### src/rtl/can_fault_confinement_if.sv
// Bit-rate signal bundle between the CAN decoder/transmitter and the fault-confinement controller.
// The master side supplies decoder inputs; the slave side is the controller.
interface can_fault_confinement_if;
  logic       SP;
  logic       rx_bit;
  logic       STF_E;
  logic       EOF_E;
  logic       FRM_E;
  logic       CRC_E;
  logic       tx_mode;
  logic       frame_ok;
  logic       ERROR;
  logic       tx_bit;
  logic [1:0] err_state;
  logic [8:0] TEC;
  logic [7:0] REC;

  modport master (
    output SP, rx_bit, STF_E, EOF_E, FRM_E, CRC_E, tx_mode, frame_ok,
    input  ERROR, tx_bit, err_state, TEC, REC
  );

  modport slave (
    input  SP, rx_bit, STF_E, EOF_E, FRM_E, CRC_E, tx_mode, frame_ok,
    output ERROR, tx_bit, err_state, TEC, REC
  );
endinterface

### src/rtl/can_fault_confinement.sv
// Sequences CAN error flag/delimiter onto tx_bit and keeps TEC/REC with active/passive/bus-off confinement.
// Outputs registered one clk after a qualifying SP; no backpressure, state only advances on SP.
module can_fault_confinement #(
  parameter int FLAG_LEN    = 6,
  parameter int DELIM_LEN   = 8,
  parameter int TX_INC      = 8,
  parameter int RX_INC      = 1,
  parameter int PASSIVE_LIM = 128,
  parameter int BUSOFF_LIM  = 256,
  parameter int RECOV_SEQ   = 128,
  parameter int RECOV_BITS  = 11
) (
  input logic                    clk,
  input logic                    reset,
  can_fault_confinement_if.slave bus
);
  localparam int CNT_MAX = (FLAG_LEN > DELIM_LEN)
                         ? ((FLAG_LEN > RECOV_BITS) ? FLAG_LEN : RECOV_BITS)
                         : ((DELIM_LEN > RECOV_BITS) ? DELIM_LEN : RECOV_BITS);
  localparam int CNT_W = $clog2(CNT_MAX + 1);
  localparam int SEQ_W = $clog2(RECOV_SEQ + 1);

  localparam logic [CNT_W-1:0] FLAG_LAST   = CNT_W'(FLAG_LEN - 1);
  localparam logic [CNT_W-1:0] DELIM_LAST  = CNT_W'(DELIM_LEN - 1);
  localparam logic [CNT_W-1:0] RECOV_LAST  = CNT_W'(RECOV_BITS - 1);
  localparam logic [SEQ_W-1:0] SEQ_LAST    = SEQ_W'(RECOV_SEQ - 1);
  localparam logic [9:0]       TEC_BUSOFF  = 10'(BUSOFF_LIM);
  localparam logic [9:0]       TEC_PASSIVE = 10'(PASSIVE_LIM);
  localparam logic [8:0]       REC_PASSIVE = 9'(PASSIVE_LIM);

  localparam logic [1:0] ST_ACTIVE  = 2'd0;
  localparam logic [1:0] ST_PASSIVE = 2'd1;
  localparam logic [1:0] ST_BUSOFF  = 2'd2;

  typedef enum logic [2:0] {IDLE, FLAG, DELIM_WAIT, DELIM, BUSOFF} state_t;

  state_t           state_q, state_d;
  logic [CNT_W-1:0] cnt_q, cnt_d;
  logic [SEQ_W-1:0] seq_q, seq_d;
  logic [8:0]       tec_q, tec_d;
  logic [7:0]       rec_q, rec_d;
  logic             error_q, error_d;
  logic             tx_bit_q, tx_bit_d;

  logic       err_det;
  logic [1:0] err_state;
  logic [9:0] tec_sum;
  logic [8:0] rec_sum;
  logic [8:0] tec_inc;
  logic [7:0] rec_inc;
  logic       tec_to_busoff;

  assign err_det = bus.SP & ~(bus.STF_E & bus.EOF_E & bus.FRM_E & bus.CRC_E);

  always_comb begin
    if ({1'b0, tec_q} >= TEC_BUSOFF) begin
      err_state = ST_BUSOFF;
    end else if ({1'b0, tec_q} >= TEC_PASSIVE || {1'b0, rec_q} >= REC_PASSIVE) begin
      err_state = ST_PASSIVE;
    end else begin
      err_state = ST_ACTIVE;
    end
  end

  // Saturating increments: TEC clamps at the bus-off limit, REC at all-ones.
  always_comb begin
    tec_sum       = {1'b0, tec_q} + 10'(TX_INC);
    rec_sum       = {1'b0, rec_q} + 9'(RX_INC);
    tec_to_busoff = bus.tx_mode && (tec_sum >= TEC_BUSOFF);
    tec_inc       = (tec_sum >= TEC_BUSOFF) ? TEC_BUSOFF[8:0] : tec_sum[8:0];
    rec_inc       = rec_sum[8] ? 8'hFF : rec_sum[7:0];
  end

  always_comb begin
    state_d  = state_q;
    cnt_d    = cnt_q;
    seq_d    = seq_q;
    tec_d    = tec_q;
    rec_d    = rec_q;
    error_d  = error_q;
    tx_bit_d = tx_bit_q;
    case (state_q)
      IDLE: begin
        if (err_det) begin
          if (bus.tx_mode) tec_d = tec_inc;
          else             rec_d = rec_inc;
          cnt_d   = '0;
          seq_d   = '0;
          error_d = 1'b0;
          if (tec_to_busoff) begin
            state_d  = BUSOFF;
            tx_bit_d = 1'b1;
          end else begin
            state_d  = FLAG;
            // Flag polarity is fixed by the confinement state before this error is counted.
            tx_bit_d = (err_state != ST_ACTIVE);
          end
        end else if (bus.SP && bus.frame_ok) begin
          if (bus.tx_mode) begin
            if (tec_q != 9'd0) tec_d = tec_q - 9'd1;
          end else if (rec_q > 8'd127) begin
            rec_d = 8'd120;
          end else if (rec_q != 8'd0) begin
            rec_d = rec_q - 8'd1;
          end
        end
      end
      FLAG: begin
        if (bus.SP) begin
          if (cnt_q == FLAG_LAST) begin
            state_d  = DELIM_WAIT;
            cnt_d    = '0;
            tx_bit_d = 1'b1;
          end else begin
            cnt_d = cnt_q + 1'b1;
          end
        end
      end
      DELIM_WAIT: begin
        if (bus.SP && bus.rx_bit) begin
          if (DELIM_LEN <= 1) begin
            state_d = IDLE;
            cnt_d   = '0;
            error_d = 1'b1;
          end else begin
            state_d = DELIM;
            cnt_d   = CNT_W'(1);
          end
        end
      end
      DELIM: begin
        if (bus.SP) begin
          if (!bus.rx_bit) begin
            state_d = DELIM_WAIT;
            cnt_d   = '0;
          end else if (cnt_q == DELIM_LAST) begin
            state_d = IDLE;
            cnt_d   = '0;
            error_d = 1'b1;
          end else begin
            cnt_d = cnt_q + 1'b1;
          end
        end
      end
      BUSOFF: begin
        if (bus.SP) begin
          if (!bus.rx_bit) begin
            cnt_d = '0;
          end else if (cnt_q == RECOV_LAST) begin
            cnt_d = '0;
            if (seq_q == SEQ_LAST) begin
              state_d = IDLE;
              seq_d   = '0;
              tec_d   = '0;
              rec_d   = '0;
              error_d = 1'b1;
            end else begin
              seq_d = seq_q + 1'b1;
            end
          end else begin
            cnt_d = cnt_q + 1'b1;
          end
        end
      end
      default: begin
        state_d  = IDLE;
        cnt_d    = '0;
        seq_d    = '0;
        error_d  = 1'b1;
        tx_bit_d = 1'b1;
      end
    endcase
  end

  always_ff @(posedge clk or negedge reset) begin
    if (!reset) begin
      state_q  <= IDLE;
      cnt_q    <= '0;
      seq_q    <= '0;
      tec_q    <= '0;
      rec_q    <= '0;
      error_q  <= 1'b1;
      tx_bit_q <= 1'b1;
    end else begin
      state_q  <= state_d;
      cnt_q    <= cnt_d;
      seq_q    <= seq_d;
      tec_q    <= tec_d;
      rec_q    <= rec_d;
      error_q  <= error_d;
      tx_bit_q <= tx_bit_d;
    end
  end

  assign bus.ERROR     = error_q;
  assign bus.tx_bit    = tx_bit_q;
  assign bus.err_state = err_state;
  assign bus.TEC       = tec_q;
  assign bus.REC       = rec_q;
endmodule

### src/flat_wrapper.sv
// flat-port wrapper written by rule: the top's interface ports become plain ports
module can_fault_confinement_flat 
#(
  parameter int FLAG_LEN    = 6,
  parameter int DELIM_LEN   = 8,
  parameter int TX_INC      = 8,
  parameter int RX_INC      = 1,
  parameter int PASSIVE_LIM = 128,
  parameter int BUSOFF_LIM  = 256,
  parameter int RECOV_SEQ   = 128,
  parameter int RECOV_BITS  = 11
)
  (clk, reset, bus_SP, bus_rx_bit, bus_STF_E, bus_EOF_E, bus_FRM_E, bus_CRC_E, bus_tx_mode, bus_frame_ok, bus_ERROR, bus_tx_bit, bus_err_state, bus_TEC, bus_REC);
  can_fault_confinement_if bus_i ();
  input logic clk;
  input logic reset;
  input wire logic [$bits(bus_i.SP)-1:0] bus_SP;
  input wire logic [$bits(bus_i.rx_bit)-1:0] bus_rx_bit;
  input wire logic [$bits(bus_i.STF_E)-1:0] bus_STF_E;
  input wire logic [$bits(bus_i.EOF_E)-1:0] bus_EOF_E;
  input wire logic [$bits(bus_i.FRM_E)-1:0] bus_FRM_E;
  input wire logic [$bits(bus_i.CRC_E)-1:0] bus_CRC_E;
  input wire logic [$bits(bus_i.tx_mode)-1:0] bus_tx_mode;
  input wire logic [$bits(bus_i.frame_ok)-1:0] bus_frame_ok;
  output wire logic [$bits(bus_i.ERROR)-1:0] bus_ERROR;
  output wire logic [$bits(bus_i.tx_bit)-1:0] bus_tx_bit;
  output wire logic [$bits(bus_i.err_state)-1:0] bus_err_state;
  output wire logic [$bits(bus_i.TEC)-1:0] bus_TEC;
  output wire logic [$bits(bus_i.REC)-1:0] bus_REC;
  assign bus_i.SP = bus_SP;
  assign bus_i.rx_bit = bus_rx_bit;
  assign bus_i.STF_E = bus_STF_E;
  assign bus_i.EOF_E = bus_EOF_E;
  assign bus_i.FRM_E = bus_FRM_E;
  assign bus_i.CRC_E = bus_CRC_E;
  assign bus_i.tx_mode = bus_tx_mode;
  assign bus_i.frame_ok = bus_frame_ok;
  assign bus_ERROR = bus_i.ERROR;
  assign bus_tx_bit = bus_i.tx_bit;
  assign bus_err_state = bus_i.err_state;
  assign bus_TEC = bus_i.TEC;
  assign bus_REC = bus_i.REC;
  can_fault_confinement #(.FLAG_LEN(FLAG_LEN), .DELIM_LEN(DELIM_LEN), .TX_INC(TX_INC), .RX_INC(RX_INC), .PASSIVE_LIM(PASSIVE_LIM), .BUSOFF_LIM(BUSOFF_LIM), .RECOV_SEQ(RECOV_SEQ), .RECOV_BITS(RECOV_BITS)) u_core (.clk(clk), .reset(reset), .bus(bus_i));
endmodule
### config.mk
export PLATFORM = sky130hd
export DESIGN_NAME = can_fault_confinement_flat
export DESIGN_NICKNAME = d
export VERILOG_FILES = /design/src/rtl/can_fault_confinement_if.sv /design/src/rtl/can_fault_confinement.sv /design/src/flat_wrapper.sv
export SDC_FILE = /design/constraint.sdc
export NUM_CORES = 1
export LEC_CHECK = 0
export ABC_AREA = 1
export CORE_MARGIN = 3
export CORE_UTILIZATION = 59
export CTS_BUF_LIST = sky130_fd_sc_hd__clkbuf_4 sky130_fd_sc_hd__clkbuf_8
export DETAILED_ROUTE_END_ITERATION = 12
export PLACE_DENSITY = 0.92
export SLEW_MARGIN = 20
export SYNTH_ARGS = -nofsm -noshare
export SYNTH_HDL_FRONTEND = slang
export SYNTH_SLANG_ARGS = --single-unit
### constraint.sdc
create_clock -name clk -period 2.1 [get_ports clk]
set_input_delay 0.63 -clock clk [delete_from_list [all_inputs] [get_ports clk]]
set_output_delay 0.63 -clock clk [all_outputs]
set_load 0.005 [all_outputs]
==> results.md <==
- Worst min-delay path class: reg2reg
- Placed Cells: between 500 and 600
- Final cell area excluding filler cells: 0.00352 mm²
- Antenna Nets Post-Route: 0
- Drt pass-1 iters: 6
- Post-CTS setup buffer count: 0
- RePlAce Congestion: 0.957
- ANT cells: 0
- Library cell with the highest instance count after synthesis: nand2_1
- Yosys top cell area share: 27.5%
- Vias in the first global route: between 3000 and 4000
- Overall global routing resource usage: 27.8%
- Combined flip-flop and latch cell area: approximately 850 µm²
- Synth async-reset ratio: 100%
- Total wirelength of the detailed-routed design: 7740 µm
- Actual transition at the worst max-transition pin: 0.452 ns
- Period utilization: between 90% and 100%
- Top-level port count: 31
- Share of cell area taken by muxes after synthesis: 0%
- Longest Clk Path Bufs: 2
- Critical path type: reg2out
- Fraction of the mapped netlist area in simple logic gates: 44.3%
- TritonCTS buffer count: 5
- Most area-consuming cells after synthesis: dfrtp_1 (27%), nand2_1 (17%), nand3_1 (8.9%)
- Result of the run: finished, final reports clean
- Number of instances in the synthesized netlist: 447
- CP required: approximately 1.5 ns
- Adder-cell share of the synthesized area: 4.29%
- Maximum number of pins on one net before global-route repair: 35
- Static leakage: 0.00179 µW
- Insertion delay of the later-clocked pin in the worst-skew pair: 0.30 ns
- CTS clk-pin slew, worst paths: roughly 0.07 ns
- Xor and xnor fraction of the mapped netlist area: under 10%
- Type of element capturing the critical path: output pin
- Critical path buffer and inverter count: 1
- Buffer type at the clock tree root: clkbuf_8
- Sinks on Clock Net: 34
- Cell type with the highest aggregate area in the netlist: dfrtp_1
- Power Dens Cells: 1420 mW/mm²
- Total global routing overflow: 0
- Resized cells post-CTS: 1
- Die width: between 70 and 80 µm
- Maximum fanout along the worst path: 10
- Main combinational cell family by area after synthesis: simple AND/OR/NAND/NOR gates
- Sum of negative setup slack: 0 ns
- Fraction of final layout cells with drive strength greater than 1: 14.2%
- Most instantiated flip-flop cell in the synthesis netlist: dfrtp_1
- Compound-cell area share of the yosys netlist: approximately a tenth
- Synth warn: 0
- Total DRC errors in the routed layout: 0
- Buffers on Ports: 30
- Final hold violation count: 0
- Multi-input logic area: 0.00182 mm²
- Detailed placer's ending HPWL: 5560 µm
- H-tree Lvls: 2
- Overall die area: just under 0.006 mm²
- Wire length of the first global-routing pass: between 10000 and 15000 µm
- Commonest cells in the netlist: nand2_1 (131), nor2_1 (62), nand3_1 (52)
- Post-synthesis to final-layout area growth: 20.6%
- Count of unique library cells instantiated by Yosys: 37
- Synth Net Count: 467
- Die height: 76.3 µm
- Post-CTS Hold Buffers: 0
- Slowest cell delay on critical path: 0.53 ns
- Syn avg cell area: 6.52 µm²
- Routed length on met3: 483 µm
- Number of antenna violations at the first check in global routing: 0
- Routed WL per cell: 13.9 µm
- Total number of placement rows: 24
- Average vias per placed instance: 5.74
- Starting density of the core: 63.9%
- Top Layer Used: met4
- Worst-case vdd ir drop: 854 µV
- Clock tree skew after final layout: ~0.014 ns
- Filler Cell Count: 344
- Core Box Area: 0.00456 mm²
- EDFF count, synth: 0
- Setup repair after global routing missed its margin: no
- Number of nets in the finished design: 511
- Clock period minus worst slack: 2.09 ns
- Max-cap viol count: 0
- Detailed route wirelength on metal2: 3880 µm
- Final cell count without fillers: 557
- Number of pins with negative max-slew slack in the final report: 0
- Cell Area, Synth: 0.00292 mm²
- Cell area after placement: 0.00339 mm²
- Critical path's slowest cell: clkdlybuf4s50_1
- Wire length the detailed router placed on met1: 3120 µm
- Number of flip-flops and latches in the synthesized netlist: 34
- Series of cell instances along the critical path: a21oi_1 > clkdlybuf4s50_1
- Worst-case setup slack after placement: -0.181 ns
- Arrival @ worst endpoint: 1.46 ns
- Max-slew headroom at the worst pin: between 60 and 70%
- Total via count in the routed design: 3197
- Achievable Freq: 479 MHz
- Startpoint class of the critical path: register
- Portion of the post-synthesis area used by sequential elements: a little under 30%
- Count of final setup violators: 0
- Worst path setup slack after routing: 0.0116 ns
- Kind of cell adding the most delay to the critical path: buffers and inverters
- 1st-iter DRT viols: 317
- CTS tree: yes
[report_power, final]
part | internal [µW] | switching [µW]
clock network | 400 | 247
logic | 1290 | 1820
registers | 905 | 352
[worst reg2reg max path: stages, from the launching register on]
cell     delay [ns]
dfrtp_1        0.44
inv_1          0.13
ha_1           0.18
inv_1          0.05
nor2_2         0.17
nand3_1        0.13
nor2_1         0.19
nand3_1        0.17
nand4_4        0.18
nand2_1        0.08
nand2_1        0.07
[layout make-up]
cell class | count | share of cell area, %
flip-flops and latches | 34 | 24.3
multi-input cells | 350 | 51.6
repair buffers | 49 | 12.9
inverters | 51 | 5.44
clock buffers | 7 | 2.56
clock inverters | 1 | 0.853
well taps | 65 | 2.31
[through the flow]
stage	total power [µW]	hold WS, ns	util [%]
after floorplan	3270	0.334	-
after global placement	4150	0.489	74.2
after detailed placement	4270	0.503	74.2
after CTS	4950	0.519	76.8
after global routing	5470	0.548	77.1
final	5010	0.515	77.1
[state kept, by name, summed over array words and instances (netlist names)]
| register | cells |
|---|---|
| u_core.bus.TEC | 9 |
| u_core.bus.REC | 8 |
| u_core.seq_q | 8 |
| u_core.cnt_q | 4 |
| u_core.state_q | 3 |
| u_core.bus.ERROR | 1 |
| u_core.bus.tx_bit | 1 |
[kinds of logic (layout without fill, tap and decap cells)]
group                      Yosys count  after routing
and+or+nand+nor                    280            280
xor gates and xnor gates             9              9
AOI/OAI and AO/OA                   51             51
buffers and inverters               63            108
adders and majority gates           10             10
DFF                                 34             34
[layer usage]
| metal | up-vias | global-route usage [%] |
|---|---|---|
| li1 | 1525 | - |
| met1 | 1484 | 33.5 |
| met2 | 149 | 48.9 |
| met3 | 39 | 3.55 |
| met4 | 0 | 13.0 |
| met5 | - | 0 |
[final timing paths]
kind,startpoint,endpoint,slack (ns),depth (start not counted)
max in group asynchronous,reset,u_core.bus.ERROR$_DFFE_PN1P_,0.99,2
min,u_core.bus.ERROR$_DFFE_PN1P_,u_core.bus.ERROR$_DFFE_PN1P_,0.51,2
min reg2reg,u_core.bus.ERROR$_DFFE_PN1P_,u_core.bus.ERROR$_DFFE_PN1P_,0.51,2
max,u_core.bus.TEC[8]$_DFFE_PN0P_,bus_err_state[0],0.01,2
max reg2reg,u_core.bus.REC[0]$_DFFE_PN0P_,u_core.bus.REC[7]$_DFFE_PN0P_,0.25,10
min in group asynchronous,reset,u_core.bus.TEC[7]$_DFFE_PN0P_,0.75,2
[cells in the final DEF, fill, tap and decap left out, drive strengths merged]
cell type	n
o21a	1
a211oi	1
buf	19
clkdlybuf4s50	30
xnor2	1
nand3b	2
a31oi	1
inv	51
a21boi	1
nor3	2
dfrtp	32
or2	3
xor2	8
dfstp	2
o21ai	36
nand3	56
ha	10
nand4	10
nor4	1
a21oi	10
bufinv	1
a21o	1
nor2	71
nand2	135
clkbuf	7
Note: power is estimated with default switching activity, not from simulation.
